==> src/rtl/ps2_pkg.sv <==
// ps2_pkg: shared definitions for the PS/2 keyboard receive path.
//   - receiver FSM state encoding
//   - frame geometry (data bits, total frame bits)
//   - odd-parity check helper
//   - special scancodes shared with the downstream decoder
package ps2_pkg;

  localparam int unsigned PS2_DATA_BITS  = 8;
  localparam int unsigned PS2_FRAME_BITS = 11;

  // Special device codes
  localparam logic [PS2_DATA_BITS-1:0] PS2_CODE_BREAK  = 8'hF0;
  localparam logic [PS2_DATA_BITS-1:0] PS2_CODE_EXT    = 8'hE0;
  localparam logic [PS2_DATA_BITS-1:0] PS2_CODE_BAT_OK = 8'hAA;

  typedef enum logic [1:0] {
    ST_IDLE   = 2'd0,
    ST_DATA   = 2'd1,
    ST_PARITY = 2'd2,
    ST_STOP   = 2'd3
  } ps2_state_e;

  // Odd parity: data bits plus parity bit must contain an odd number of ones
  function automatic logic ps2_parity_ok(input logic [PS2_DATA_BITS-1:0] data,
                                         input logic                     parity);
    return ^{data, parity};
  endfunction

endpackage

==> src/rtl/ps2_clk_filter.sv <==
// ps2_clk_filter: input conditioning for the raw PS/2 pins.
// Ports:
//   clk, rst_n   system clock, async active-low reset
//   i_ps2_clk    raw PS2_CLK pin level
//   i_ps2_dat    raw PS2_DAT pin level
//   o_clk_filt   synchronized, glitch-filtered PS/2 clock level
//   o_fall       one-cycle pulse after the filtered clock goes 1->0
//   o_dat_sync   synchronized PS/2 data level
module ps2_clk_filter #(
  parameter int unsigned SYNC_STAGES = 2,
  parameter int unsigned FILTER_LEN  = 8
) (
  input  logic clk,
  input  logic rst_n,
  input  logic i_ps2_clk,
  input  logic i_ps2_dat,
  output logic o_clk_filt,
  output logic o_fall,
  output logic o_dat_sync
);

  localparam int unsigned CNT_W = (FILTER_LEN > 1) ? $clog2(FILTER_LEN) : 1;

  logic [SYNC_STAGES-1:0] r_clk_sync;
  logic [SYNC_STAGES-1:0] r_dat_sync;
  logic [CNT_W-1:0]       r_cnt;
  logic [CNT_W-1:0]       w_cnt_nx;
  logic                   r_filt;
  logic                   r_filt_d;
  logic                   r_fall;
  logic                   w_filt_nx;
  logic                   w_clk_s;

  assign w_clk_s = r_clk_sync[SYNC_STAGES-1];

  // Count consecutive samples disagreeing with the filtered level; flip on the FILTER_LEN-th
  always_comb begin
    w_cnt_nx  = '0;
    w_filt_nx = r_filt;
    if (w_clk_s != r_filt) begin
      if (r_cnt == CNT_W'(FILTER_LEN - 1)) begin
        w_filt_nx = w_clk_s;
      end else begin
        w_cnt_nx = r_cnt + CNT_W'(1);
      end
    end
  end

  // Synchronizers and filter preset to the idle-high bus level
  always_ff @(posedge clk or negedge rst_n) begin
    if (!rst_n) begin
      r_clk_sync <= '1;
      r_dat_sync <= '1;
      r_cnt      <= '0;
      r_filt     <= 1'b1;
      r_filt_d   <= 1'b1;
      r_fall     <= 1'b0;
    end else begin
      r_clk_sync <= {r_clk_sync[SYNC_STAGES-2:0], i_ps2_clk};
      r_dat_sync <= {r_dat_sync[SYNC_STAGES-2:0], i_ps2_dat};
      r_cnt      <= w_cnt_nx;
      r_filt     <= w_filt_nx;
      r_filt_d   <= r_filt;
      r_fall     <= r_filt_d & ~r_filt;
    end
  end

  assign o_clk_filt = r_filt;
  assign o_fall     = r_fall;
  assign o_dat_sync = r_dat_sync[SYNC_STAGES-1];

endmodule

==> src/rtl/ps2_rx_frame.sv <==
// ps2_rx_frame: receive-only PS/2 device-to-host frame deserializer.
// Ports:
//   CLOCK_50       system clock (50 MHz)
//   resetn         async active-low reset
//   ps2_clk_in     raw PS2_CLK pin level
//   ps2_dat_in     raw PS2_DAT pin level
//   rx_data        last correctly received byte
//   rx_valid       one-cycle pulse, rx_data updated this cycle
//   rx_parity_err  one-cycle pulse, frame dropped on parity failure
//   rx_frame_err   one-cycle pulse, frame dropped on bad stop bit or timeout
//   busy           high while a frame is in progress
module ps2_rx_frame
  import ps2_pkg::*;
#(
  parameter int unsigned SYNC_STAGES    = 2,
  parameter int unsigned FILTER_LEN     = 8,
  parameter int unsigned TIMEOUT_CYCLES = 100000
) (
  input  logic                     CLOCK_50,
  input  logic                     resetn,
  input  logic                     ps2_clk_in,
  input  logic                     ps2_dat_in,
  output logic [PS2_DATA_BITS-1:0] rx_data,
  output logic                     rx_valid,
  output logic                     rx_parity_err,
  output logic                     rx_frame_err,
  output logic                     busy
);

  localparam int unsigned TO_W  = $clog2(TIMEOUT_CYCLES + 1);
  localparam int unsigned BIT_W = $clog2(PS2_DATA_BITS);

  logic                     w_clk_filt;
  logic                     w_fall;
  logic                     w_dat;
  logic                     w_fall_ok;
  logic                     w_timeout;

  ps2_state_e               r_state;
  ps2_state_e               w_state_nx;
  logic [BIT_W-1:0]         r_bit_cnt;
  logic [BIT_W-1:0]         w_bit_cnt_nx;
  logic [PS2_DATA_BITS-1:0] r_shift;
  logic [PS2_DATA_BITS-1:0] w_shift_nx;
  logic                     r_par;
  logic                     w_par_nx;
  logic [TO_W-1:0]          r_to_cnt;
  logic [TO_W-1:0]          w_to_cnt_nx;
  logic [PS2_DATA_BITS-1:0] r_data;
  logic [PS2_DATA_BITS-1:0] w_data_nx;
  logic                     r_valid;
  logic                     w_valid_nx;
  logic                     r_perr;
  logic                     w_perr_nx;
  logic                     r_ferr;
  logic                     w_ferr_nx;
  logic                     r_busy;

  ps2_clk_filter #(
    .SYNC_STAGES (SYNC_STAGES),
    .FILTER_LEN  (FILTER_LEN)
  ) u_clk_filter (
    .clk        (CLOCK_50),
    .rst_n      (resetn),
    .i_ps2_clk  (ps2_clk_in),
    .i_ps2_dat  (ps2_dat_in),
    .o_clk_filt (w_clk_filt),
    .o_fall     (w_fall),
    .o_dat_sync (w_dat)
  );

  // A fall is only honoured while the filtered line still reads low
  assign w_fall_ok = w_fall & ~w_clk_filt;

  // Compare one early so the error registers on the edge the count reaches TIMEOUT_CYCLES
  assign w_timeout = (r_to_cnt == TO_W'(TIMEOUT_CYCLES - 1));

  // Next-state and output logic; fall_edge takes priority over timeout
  always_comb begin
    w_state_nx   = r_state;
    w_bit_cnt_nx = r_bit_cnt;
    w_shift_nx   = r_shift;
    w_par_nx     = r_par;
    w_data_nx    = r_data;
    w_valid_nx   = 1'b0;
    w_perr_nx    = 1'b0;
    w_ferr_nx    = 1'b0;
    w_to_cnt_nx  = (r_state == ST_IDLE) ? '0 : r_to_cnt + TO_W'(1);

    if (w_fall_ok) begin
      w_to_cnt_nx = '0;
      case (r_state)
        ST_IDLE: begin
          // A high start bit is treated as line noise and ignored
          if (!w_dat) begin
            w_state_nx   = ST_DATA;
            w_bit_cnt_nx = '0;
          end
        end
        ST_DATA: begin
          w_shift_nx[r_bit_cnt] = w_dat;
          if (r_bit_cnt == BIT_W'(PS2_DATA_BITS - 1)) begin
            w_state_nx = ST_PARITY;
          end else begin
            w_bit_cnt_nx = r_bit_cnt + BIT_W'(1);
          end
        end
        ST_PARITY: begin
          w_par_nx   = w_dat;
          w_state_nx = ST_STOP;
        end
        ST_STOP: begin
          w_state_nx = ST_IDLE;
          // Framing error takes precedence over parity error
          if (!w_dat) begin
            w_ferr_nx = 1'b1;
          end else if (!ps2_parity_ok(r_shift, r_par)) begin
            w_perr_nx = 1'b1;
          end else begin
            w_data_nx  = r_shift;
            w_valid_nx = 1'b1;
          end
        end
        default: begin
          w_state_nx = ST_IDLE;
        end
      endcase
    end else if ((r_state != ST_IDLE) && w_timeout) begin
      w_state_nx  = ST_IDLE;
      w_ferr_nx   = 1'b1;
      w_to_cnt_nx = '0;
    end
  end

  // State and registered outputs
  always_ff @(posedge CLOCK_50 or negedge resetn) begin
    if (!resetn) begin
      r_state   <= ST_IDLE;
      r_bit_cnt <= '0;
      r_shift   <= '0;
      r_par     <= 1'b0;
      r_to_cnt  <= '0;
      r_data    <= '0;
      r_valid   <= 1'b0;
      r_perr    <= 1'b0;
      r_ferr    <= 1'b0;
      r_busy    <= 1'b0;
    end else begin
      r_state   <= w_state_nx;
      r_bit_cnt <= w_bit_cnt_nx;
      r_shift   <= w_shift_nx;
      r_par     <= w_par_nx;
      r_to_cnt  <= w_to_cnt_nx;
      r_data    <= w_data_nx;
      r_valid   <= w_valid_nx;
      r_perr    <= w_perr_nx;
      r_ferr    <= w_ferr_nx;
      r_busy    <= (w_state_nx != ST_IDLE);
    end
  end

  assign rx_data       = r_data;
  assign rx_valid      = r_valid;
  assign rx_parity_err = r_perr;
  assign rx_frame_err  = r_ferr;
  assign busy          = r_busy;

endmodule

==> config.mk <==
export PLATFORM = sky130hd
export DESIGN_NAME = ps2_rx_frame
export DESIGN_NICKNAME = d
export VERILOG_FILES = /design/src/rtl/ps2_pkg.sv /design/src/rtl/ps2_clk_filter.sv /design/src/rtl/ps2_rx_frame.sv
export SDC_FILE = /design/constraint.sdc
export NUM_CORES = 1
export LEC_CHECK = 0
export BUFFER_PORTS_ARGS = -buffer_cell sky130_fd_sc_hd__buf_2
export CAP_MARGIN = 10
export CORE_AREA = 8 8 71 73
export DETAILED_ROUTE_END_ITERATION = 10
export DIE_AREA = 0 0 79 81
export PLACE_DENSITY = 0.86
export SYNTH_ARGS = -nofsm -noshare
export SYNTH_HDL_FRONTEND = slang
export SYNTH_SLANG_ARGS = --single-unit
==> constraint.sdc <==
create_clock -name CLOCK_50 -period 2.8 [get_ports CLOCK_50]
set_input_delay 0.28 -clock CLOCK_50 [delete_from_list [all_inputs] [get_ports CLOCK_50]]
set_output_delay 0.28 -clock CLOCK_50 [all_outputs]
set_load 0.1 [all_outputs]
==> run summary <==
The flow ran to the end, and the final reports show no timing, DRC or antenna violations. The overall global routing resource usage came out at 0.130. Half-perimeter wire length of the detailed placement result: 2740 um. The standard cell with the maximum stage delay on the critical path is dfrtp_1. During placement, the flow inserted port buffers numbering 15. For this design, the CTS-stage hold fixing added 0 buffers. The logs give 217 for the cell count after synthesis and 0 for the number of setup violations in the final report. The first global-routing pass estimated 6640 um of wire. For the length of the first detailed-routing pass in iterations, the log shows 4. Summed over all cells, the static leakage comes to 1.22 nW. The count of final max-slew check failures was 0; the pin count of the biggest net entering global routing was 50.

The initial cell density of the core is 0.610. In this run, distinct cell masters in the synthesized netlist total 37. For the number of nets in the final layout, the log shows 239. The top cell family by delay on the critical path is XOR/XNOR gates. The signal on the critical path passes through xnor2_1 -> xnor2_1 -> xnor2_1 -> mux2_4 -> mux2_2.

In this run the worst hold path is classified as in -> reg. The initial antenna violation count was 0. After detailed routing, the number of remaining DRC violations is 0. The sequential standard cell area is 1330 um^2, and the chip width is 79 um. The leading register cell type out of synthesis was dfrtp_1. After global routing the overflow that remains totals 0. By startpoint and endpoint, the worst setup path is classified as reg -> reg.

The number of placement rows was 23. The peak fanout along the critical path was 8; the layout overhead on the synthesized area was 8.96%. At the end of routability-driven placement, the weighted congestion stood at 0.880. The worst setup path is launched from a flip-flop. The worst-case clock buffer depth is 2.

The post-synth net total is 226, and the post-detailed-routing wire length is 3830 um. The root buffer cell chosen for the clock tree is clkbuf_8. Summing all multi-input logic gate instances after layout gives 998 um^2. The largest single stage delay on the critical path is 0.41 ns. The layout has 314 filler cells.

Summing over every cut layer, the via total after detailed routing is 1520. The logs give 0.559 for the register area share after synthesis and 2390 um^2 for the combined area of all synthesized cells. The tools report the placeable core region as 3910 um^2. Setup repair after global routing left no endpoint under its margin. The run gives 0 as the count of nets left with antenna violations after detail routing. The repair_antennas step left the layout with diodes totalling 0. In the final routed layout, each cell accounts on average for 13.6 um.

The hold violation total from the final report was 0. Yosys mapped a number of flops with a built-in enable equal to 0. The layout cell share with drive strength beyond 1 works out to 0.199. The most frequent cell on the critical path was xnor2_1. The buffer count from post-CTS setup fixing is 0.

The tools report the remaining max-slew budget at the tightest pin as 0.312. After routing, the total negative slack on setup checks comes to 0 ns. The I/O pin total was 16; the clock transition at the registers of the reported paths was 0.09 ns. Derived from the worst setup path, the maximum achievable clock frequency is 518 MHz. The period utilization was 0.690. The total of flip-flops plus latches after synthesis is 53. The final core area utilization came out at 0.665. Once the clock tree was built, the resizer swapped 0 gates to a different size.

The critical path data required time is 3.00 ns. The number of global-route vias before repair is 1501. The y dimension of the die is 81 um. In this run, the number of DRC markers left after iteration 0 of detailed routing was 102. The fraction of registers with async set/reset is 1.00. Across the routed clock network, the largest skew measured is 0.00801 ns. The H-tree was split into 2 levels. The worst-case IR drop observed on VDD is 0.000450 V. Yosys printed 0 warnings. The number of violations of the max-capacitance limit is 0. The kind of capture point of the worst setup path was a flip-flop. For the data arrival time of the worst path, the log shows 2.13 ns. TritonCTS built the clock tree.

Hold is met by 0.0634 ns. The slew at the pin closest to its max-slew limit is 1.03 ns. The run gives 5 as the CTS buffer count. Clock latency on the worst-skew pair: 0.31 ns. A synthesized cell averages 11.0 um^2.

The clock period could shrink to 1.93 ns. The via density per instance came out at 5.41. The number of buffers and inverters on the critical path was 0; the number of clock sinks was 53. The area of the die is 6400 um^2, and the power density over cell area is 691 nW/um^2.
## Yosys cell counts (all sizes together), types with 2 or more instances
master | count | area share
nand3 | 9 | 0.019
buf | 4 | 0.0084
a22o | 3 | 0.011
dfrtp | 47 | 0.49
and2 | 2 | 0.0052
xor2 | 12 | 0.044
nand3b | 2 | 0.0063
mux2 | 15 | 0.072
nor2 | 29 | 0.046
nand4 | 6 | 0.016
inv | 3 | 0.0047
nand2 | 17 | 0.027
dfstp | 6 | 0.066
and4 | 2 | 0.0073
nor3 | 4 | 0.0084
and3 | 3 | 0.0079
ha | 5 | 0.026
clkbuf | 6 | 0.010
nor2b | 2 | 0.0052
xnor2 | 12 | 0.044
nor3b | 4 | 0.013
o21ai | 12 | 0.025
a21oi | 2 | 0.0042
## cell families after synthesis
logic type | share of synthesized area
muxes | 0.0765
DFF | 0.559
xor gates and xnor gates | 0.0880
adders and majority gates | 0.0262
AOI/OAI and AO/OA | 0.0498
and+or+nand+nor | 0.178
buffers and inverters | 0.0231
## report_power, final
| part | leakage, nW | switching, mW | internal [mW] |
|---|---|---|---|
| Clock | 0.0585 | 0.249 | 0.268 |
| Combinational | 0.453 | 0.214 | 0.123 |
| Sequential | 0.711 | 0.0880 | 0.856 |
## area by class of cell
cell class | count | area share
Inverter | 3 | 0.00433
Multi-Input combinational cell | 151 | 0.384
Tap cell | 50 | 0.0241
Sequential cell | 53 | 0.513
Timing Repair Buffer | 16 | 0.0317
Clock buffer | 5 | 0.0265
Clock inverter | 3 | 0.0168
## per-layer routing
metal  global-route usage  part of all wire  vias up
li1                     -                 -      759
met1                0.158              0.46      734
met2                0.214              0.48       21
met3               0.0386             0.046        6
met4               0.0537             0.015        0
met5                    0                 0        -
## registers in the layout, indices dropped and copies added (netlist names), 2 cells and up
register                 flops
u_clk_filter.r_dat_sync      2
r_shift                      8
r_bit_cnt                    3
r_to_cnt                    17
u_clk_filter.r_clk_sync      2
rx_data                      8
u_clk_filter.r_cnt           3
r_state                      2
## layout by cell type, fill, tap and decap left out, types with 3 or more instances in the layout
master,instances
nor3b_1,4
dfrtp_1,47
inv_1,3
clkbuf_8,5
nor2_1,29
dfstp_2,6
nor3_1,4
nand3_1,9
and3_1,3
nand4_1,6
xor2_1,12
mux2_2,14
nand2_1,17
buf_2,15
o21ai_0,12
ha_1,5
a22o_1,3
xnor2_1,12
## final timing paths
check / from / end / slack (ns) / cells after the start
min reg2reg: u_clk_filter.r_clk_sync[0] / u_clk_filter.r_clk_sync[1] / 0.36 / 0
min: ps2_clk_in / u_clk_filter.r_clk_sync[0] / 0.06 / 1
max reg2reg: r_shift[2] / rx_data[0] / 0.87 / 5
min in group asynchronous: resetn / busy / 0.14 / 1
max in group asynchronous: resetn / u_clk_filter.r_filt_d / 1.90 / 2
max: r_shift[2] / rx_data[0] / 0.87 / 5
## metrics by stage
stage	std cells	setup slack [ns]	area, um^2	power [mW]
3_3_place_gp	273	0.911	2490	1.29
6_report	281	0.868	2600	1.80
4_1_cts	281	0.863	2600	1.82
3_5_place_dp	273	0.875	2490	1.30
2_1_floorplan	217	1.02	2390	1.24
5_1_grt	281	0.730	2600	1.90
(Power assumes the default switching activity.)
